[src/rtl/fp_addsub_sched_pkg.sv]
// Shared types and constants for the SZ FP add/sub scheduler.
// Tag id width covers the largest supported requester count (8).
package fp_addsub_sched_pkg;

  localparam int   SZ_FP_W    = 32;
  localparam int   SZ_FP_LAT  = 7;
  localparam int   SZ_NUM_REQ = 4;
  localparam logic FP_OP_ADD  = 1'b1;
  localparam logic FP_OP_SUB  = 1'b0;
  localparam int   TAG_ID_W   = 3;

  typedef struct packed {
    logic                valid;
    logic [TAG_ID_W-1:0] id;
  } tag_t;

endpackage

[src/rtl/fp_addsub_sched_if.sv]
// Requester-side bundle: requests in, grants and results out.
// master = requesters, slave = scheduler.
interface fp_addsub_sched_if
  import fp_addsub_sched_pkg::*;
#(
  parameter int NUM_REQ = SZ_NUM_REQ,
  parameter int FP_W    = SZ_FP_W
);

  logic [NUM_REQ-1:0]      req_valid;
  logic [NUM_REQ-1:0]      req_ready;
  logic [NUM_REQ-1:0]      req_add_sub;
  logic [NUM_REQ*FP_W-1:0] req_dataa;
  logic [NUM_REQ*FP_W-1:0] req_datab;
  logic [NUM_REQ-1:0]      rsp_valid;
  logic [FP_W-1:0]         rsp_result;

  modport master (
    output req_valid, req_add_sub,
    output req_dataa, req_datab,
    input  req_ready, rsp_valid, rsp_result
  );

  modport slave (
    input  req_valid, req_add_sub,
    input  req_dataa, req_datab,
    output req_ready, rsp_valid, rsp_result
  );

endinterface

[src/rtl/fp_addsub_sched_rr_arbiter.sv]
// Round-robin arbiter: first request at or after the pointer wins.
// Pointer moves past the winner only when the grant is taken.
module fp_addsub_sched_rr_arbiter #(
  parameter  int NUM_REQ = 4,
  localparam int IW      = $clog2(NUM_REQ)
) (
  input  logic               clk,
  input  logic               rst_n,
  input  logic [NUM_REQ-1:0] i_req,
  input  logic               i_en,
  input  logic               i_advance,
  output logic [NUM_REQ-1:0] o_grant,
  output logic [IW-1:0]      o_idx
);

  logic [IW-1:0] r_ptr;
  logic [IW-1:0] w_idx;
  logic          w_found;

  function automatic logic [IW-1:0] f_wrap(
    input logic [IW-1:0] p,
    input int            k
  );
    int j = int'(p) + k;
    if (j >= NUM_REQ) j = j - NUM_REQ;
    return IW'(j);
  endfunction

  // search upward from the pointer with wrap
  always_comb begin
    w_idx   = '0;
    w_found = 1'b0;
    for (int k = 0; k < NUM_REQ; k++) begin
      if (!w_found && i_req[f_wrap(r_ptr, k)]) begin
        w_idx   = f_wrap(r_ptr, k);
        w_found = 1'b1;
      end
    end
  end

  assign o_idx   = w_idx;
  assign o_grant = (i_en && w_found) ?
                   (NUM_REQ'(1) << w_idx) : '0;

  // pointer advances past the winner on handshake only
  always_ff @(posedge clk or negedge rst_n) begin
    if (!rst_n)
      r_ptr <= '0;
    else if (i_advance)
      r_ptr <= f_wrap(w_idx, 1);
  end

endmodule

[src/rtl/fp_addsub_sched.sv]
// Shares one pipelined FP add/sub unit among NUM_REQ requesters.
// A tag pipeline matching the unit latency routes results back.
module fp_addsub_sched
  import fp_addsub_sched_pkg::*;
#(
  parameter int NUM_REQ = SZ_NUM_REQ,
  parameter int FP_LAT  = SZ_FP_LAT,
  parameter int FP_W    = SZ_FP_W
) (
  input  logic            clock,
  input  logic            resetn,
  input  logic            en,
  fp_addsub_sched_if.slave bus,
  output logic            fp_add_sub,
  output logic [FP_W-1:0] fp_dataa,
  output logic [FP_W-1:0] fp_datab,
  input  logic [FP_W-1:0] fp_result,
  output logic            idle
);

  localparam int IW = $clog2(NUM_REQ);

  logic [NUM_REQ-1:0] w_grant;
  logic [IW-1:0]      w_idx;
  logic               w_hs;
  logic [NUM_REQ-1:0] w_rsp;
  logic               w_busy;
  logic               r_op;
  logic [FP_W-1:0]    r_a;
  logic [FP_W-1:0]    r_b;
  tag_t               r_tag [FP_LAT+1];

  fp_addsub_sched_rr_arbiter #(
    .NUM_REQ (NUM_REQ)
  ) u_arb (
    .clk       (clock),
    .rst_n     (resetn),
    .i_req     (bus.req_valid),
    .i_en      (en),
    .i_advance (w_hs),
    .o_grant   (w_grant),
    .o_idx     (w_idx)
  );

  // grant only goes to a valid requester, so any grant is a handshake
  assign w_hs          = |w_grant;
  assign bus.req_ready = w_grant;

  // capture the winner's operands; hold them when idle
  always_ff @(posedge clock or negedge resetn) begin
    if (!resetn) begin
      r_op <= FP_OP_SUB;
      r_a  <= '0;
      r_b  <= '0;
    end else if (w_hs) begin
      r_op <= bus.req_add_sub[w_idx];
      r_a  <= bus.req_dataa[int'(w_idx)*FP_W +: FP_W];
      r_b  <= bus.req_datab[int'(w_idx)*FP_W +: FP_W];
    end
  end

  assign fp_add_sub = r_op;
  assign fp_dataa   = r_a;
  assign fp_datab   = r_b;

  // owner tags travel alongside the FP unit's latency
  always_ff @(posedge clock or negedge resetn) begin
    if (!resetn) begin
      for (int k = 0; k <= FP_LAT; k++)
        r_tag[k] <= '0;
    end else begin
      r_tag[0] <= {w_hs, TAG_ID_W'(w_idx)};
      for (int k = 1; k <= FP_LAT; k++)
        r_tag[k] <= r_tag[k-1];
    end
  end

  // decode the last tag stage into a one-hot result strobe
  always_comb begin
    w_rsp = '0;
    for (int i = 0; i < NUM_REQ; i++)
      w_rsp[i] = r_tag[FP_LAT].valid &&
                 (r_tag[FP_LAT].id == TAG_ID_W'(i));
  end

  assign bus.rsp_valid  = w_rsp;
  assign bus.rsp_result = fp_result;

  // busy while anything is in flight or being accepted
  always_comb begin
    w_busy = w_hs;
    for (int k = 0; k <= FP_LAT; k++)
      w_busy = w_busy | r_tag[k].valid;
  end

  assign idle = ~w_busy;

endmodule
[src/flat_wrapper.sv]
// flat-port wrapper written by rule: the top's interface ports become plain ports
module fp_addsub_sched_flat import fp_addsub_sched_pkg::*;
#(
  parameter int NUM_REQ = SZ_NUM_REQ,
  parameter int FP_LAT  = SZ_FP_LAT,
  parameter int FP_W    = SZ_FP_W
)
  (clock, resetn, en, fp_add_sub, fp_dataa, fp_datab, fp_result, idle, bus_req_valid, bus_req_add_sub, bus_req_dataa, bus_req_datab, bus_req_ready, bus_rsp_valid, bus_rsp_result);
  fp_addsub_sched_if #(.NUM_REQ(NUM_REQ), .FP_W(FP_W)) bus_i ();
  input  logic clock;
  input  logic resetn;
  input  logic en;
  output logic fp_add_sub;
  output logic [FP_W-1:0] fp_dataa;
  output logic [FP_W-1:0] fp_datab;
  input  logic [FP_W-1:0] fp_result;
  output logic idle;
  input wire logic [$bits(bus_i.req_valid)-1:0] bus_req_valid;
  input wire logic [$bits(bus_i.req_add_sub)-1:0] bus_req_add_sub;
  input wire logic [$bits(bus_i.req_dataa)-1:0] bus_req_dataa;
  input wire logic [$bits(bus_i.req_datab)-1:0] bus_req_datab;
  output wire logic [$bits(bus_i.req_ready)-1:0] bus_req_ready;
  output wire logic [$bits(bus_i.rsp_valid)-1:0] bus_rsp_valid;
  output wire logic [$bits(bus_i.rsp_result)-1:0] bus_rsp_result;
  assign bus_i.req_valid = bus_req_valid;
  assign bus_i.req_add_sub = bus_req_add_sub;
  assign bus_i.req_dataa = bus_req_dataa;
  assign bus_i.req_datab = bus_req_datab;
  assign bus_req_ready = bus_i.req_ready;
  assign bus_rsp_valid = bus_i.rsp_valid;
  assign bus_rsp_result = bus_i.rsp_result;
  fp_addsub_sched #(.NUM_REQ(NUM_REQ), .FP_LAT(FP_LAT), .FP_W(FP_W)) u_core (.clock(clock), .resetn(resetn), .en(en), .bus(bus_i), .fp_add_sub(fp_add_sub), .fp_dataa(fp_dataa), .fp_datab(fp_datab), .fp_result(fp_result), .idle(idle));
endmodule
[config.mk]
export PLATFORM = sky130hd
export DESIGN_NAME = fp_addsub_sched_flat
export DESIGN_NICKNAME = d
export VERILOG_FILES = /design/src/rtl/fp_addsub_sched_pkg.sv /design/src/rtl/fp_addsub_sched_if.sv /design/src/rtl/fp_addsub_sched_rr_arbiter.sv /design/src/rtl/fp_addsub_sched.sv /design/src/flat_wrapper.sv
export SDC_FILE = /design/constraint.sdc
export NUM_CORES = 1
export LEC_CHECK = 0
export ABC_AREA = 0
export BUFFER_PORTS_ARGS = -buffer_cell sky130_fd_sc_hd__buf_2
export CAP_MARGIN = 20
export CORE_AREA = 2 2 159 161
export DETAILED_ROUTE_END_ITERATION = 8
export DIE_AREA = 0 0 161 163
export PLACE_DENSITY_LB_ADDON = 0.3
export SLEW_MARGIN = 30
export SYNTH_ARGS = -nofsm -noshare
export SYNTH_HDL_FRONTEND = slang
export SYNTH_SLANG_ARGS = --single-unit
[constraint.sdc]
create_clock -name clock -period 3.15 [get_ports clock]
set_input_delay 0.4725 -clock clock [delete_from_list [all_inputs] [get_ports clock]]
set_output_delay 0.4725 -clock clock [all_outputs]
set_load 0.1 [all_outputs]
==> key figures <==
Yosys
  – Synth unique cells: 29
  – Syn nets: 777
  – Gate Count Post-Synth: 478
  – Seq/Total Area, Yosys: 49.35%
  – Synth warn: 0
  – Yosys reg bits: 91
  – Avg Cell Area, Syn: 9.654 µm²
  – Synthesized area: 4614 µm²

Worst setup path
  – Startpoint types: flip-flop
  – CP required: 2.68 ns
  – WP data arrival: 2.21 ns
  – Setup crit end kind: output pin
  – Critical path peak fanout: 21
  – Kind of critical path: flip-flop to output pin

Finish
  – Antenna Cells: 0
  – Most common cell after layout, fill and taps aside: buf_2
  – Share of cells above drive strength 1: 48.24%
  – Area growth syn-to-layout: 44.22%
  – Most frequent cells in the layout: buf_2, dfrtp_1, nor2_1, nand2_1
  – Fin nets: 1059

Drt
  – WL/cell: 16.42 µm
  – Avg Vias per Cell: 4.513
  – DR iter-0 viols: 512
  – DR vias: 4942
  – TritonRoute pass-1 iters: 8
  – Residual DRC: 0
  – Final WL: 17.98 mm
  – Final ANT Viol Nets: 0

Clock network
  – Htree depth: 3
  – Reg clk slew, reported paths: 0.08 ns
  – Clk buf depth: 2
  – CTS tree: done
  – Clk_lat worst skew: 0.35 ns
  – Number of gates resized after CTS: 0
  – CTS Sinks: 91
  – Clk root buf: clkbuf_16
  – # hold bufs at CTS: 0
  – CTS Buf Count: 9
  – Postcts setup bufs: 0

Power
  – Power Density: 878.6 nW/µm²
  – Switching share of total power: 54.52%
  – Worst VDD drop: 0.4011 mV
  – Sequential share of power: 27.9%
  – Leak: 3.134 nW
  – Sw power: 3.188 mW
  – Clock power frac: 18.8%
  – Pint: 2.659 mW
  – Gate power share: 53.3%

Floorplanning
  – Die W: 161 µm
  – # rows: 58
  – Die height: 163 µm
  – Die area: 26240 µm²
  – Core area: 24670 µm²
  – Initial Util: 18.70%
  – I/O pin count: 405

Timing
  – Final setup TNS: 0 ns
  – Max Slew Vio Count: 0
  – Fin. Hold Viols: 0
  – Slew @ Worst Pin: 0.8348 ns
  – Crit share post-route: 85.18%
  – Max-slew headroom: 44.08%
  – WHS: 0.1268 ns
  – Crit path time final: 2.683 ns
  – Fmax: 372.7 MHz
  – Endpoints failing setup: 0
  – RSZ-0062 raised after global routing: false
  – Clock Skews: 0.01076 ns

Global route
  – First-pass GRT wire length: 26.22 mm
  – Gr usage total: 13.05%
  – Vias in the first global route: 4688
  – Grt ovf: 0
  – Initial antenna violation count: 0
  – Largest net degree at the start of global routing: 132

Job
  – Max_cap viols: 0

Worst hold path
  – Worst min path class: primary input to asynchronous set/reset pin

Place
  – Port bufs: 340
  – Placed wire-length estimate: 13.12 mm
  – Routability cong.: 0.7643

Outcome
  – Status: finished clean
power groups by stage:
stage | logic [mW] | clock network [mW] | registers, mW
final | 3.12 | 1.10 | 1.63
after global routing | 3.27 | 1.22 | 1.67
after floorplan | 1.07 | 0 | 3.23
after detailed placement | 3.14 | 0 | 1.65
after CTS | 3.15 | 1.16 | 1.64
after global placement | 3.15 | 0 | 1.64
worst paths after layout:
kind / depth (start not counted) / from / to / slack, ns
worst max-delay path: 4 / u_core.u_arb.r_ptr[1] / bus_req_ready[1] / 0.47
worst min-delay path: 1 / resetn / u_core.fp_datab[27] / 0.13
worst max register to register: 5 / u_core.u_arb.r_ptr[1] / u_core.fp_dataa[23] / 0.79
min in group clock: 0 / u_core.r_tag[8] / u_core.r_tag[4] / 0.34
worst min register to register: 0 / u_core.r_tag[8] / u_core.r_tag[4] / 0.34
max in group asynchronous: 2 / resetn / u_core.fp_datab[2] / 2.31
state kept, by name, summed over array words and instances (netlist names):
| signal | cells |
|---|---|
| u_core.fp_dataa | 32 |
| u_core.fp_datab | 32 |
| u_core.r_tag | 24 |
| u_core.u_arb.r_ptr | 2 |
| u_core.fp_add_sub | 1 |
layer usage:
layer  track usage (%)  routed length (µm)
met2             23.43                9100
met4             4.627                 467
met5                 0                   0
met1             14.76                6894
met3             3.769                1518
critical path, cell delays in order, from the launching register on:
cell and delay [ns]:
dfrtp_1 0.52, a21oi_1 0.20, o211a_2 0.53, and2_1 0.20
buf_2 0.42
synthesized netlist by cell type (all sizes together):
cell type,instances,area [µm²]
dfrtp,91,2277
a221oi,2,17.52
a31oi,65,406.6
and3,1,6.260
a211o,1,8.760
and2,2,12.51
nand2,69,259.0
clkbuf,15,56.30
o21a,2,15.01
o22ai,1,6.260
o211a,1,10.01
nor3,1,5.000
and3b,1,8.760
nand2b,3,18.77
nor2,75,281.5
buf,62,459.2
o211ai,1,12.51
or3,1,6.260
a21oi,6,30.03
inv,5,18.77
nor3b,1,7.510
a222oi,65,650.6
o21ai,4,20.02
nor4,2,12.51
a211oi,1,7.510
layout make-up:
class                   instances  area [µm²]
well taps                     330       412.9
inverters                       5       18.77
repair buffers                348        1802
clock buffers                   9       225.2
clock inverters                 7       81.33
fillers                      2758       18020
multi-input cells             305        1838
flip-flops and latches         91        2277
cells by family (layout without fill, tap and decap cells):
family	after synthesis	after routing	share of synthesized area, %
AND/OR/NAND/NOR	156	156	13.39
AO/OA/AOI/OAI	149	149	25.68
flip-flops	91	91	49.35
buffers and inverters	82	369	11.58
stage by stage:
step / worst slack, ns / cell area (µm²) / cells / utilization [%] / total power [mW]
after detailed placement: 0.6604 / 6349 / 1079 / 25.73 / 4.798
after CTS: 0.3964 / 6655 / 1095 / 26.97 / 5.947
after global routing: 0.3127 / 6655 / 1095 / 26.97 / 6.162
after floorplan: 0.06241 / 4614 / 478 / - / 4.295
final: 0.4669 / 6655 / 1095 / 26.97 / 5.847
after global placement: 0.6875 / 6349 / 1079 / 25.73 / 4.788
Note: power is estimated with default switching activity, not from simulation.
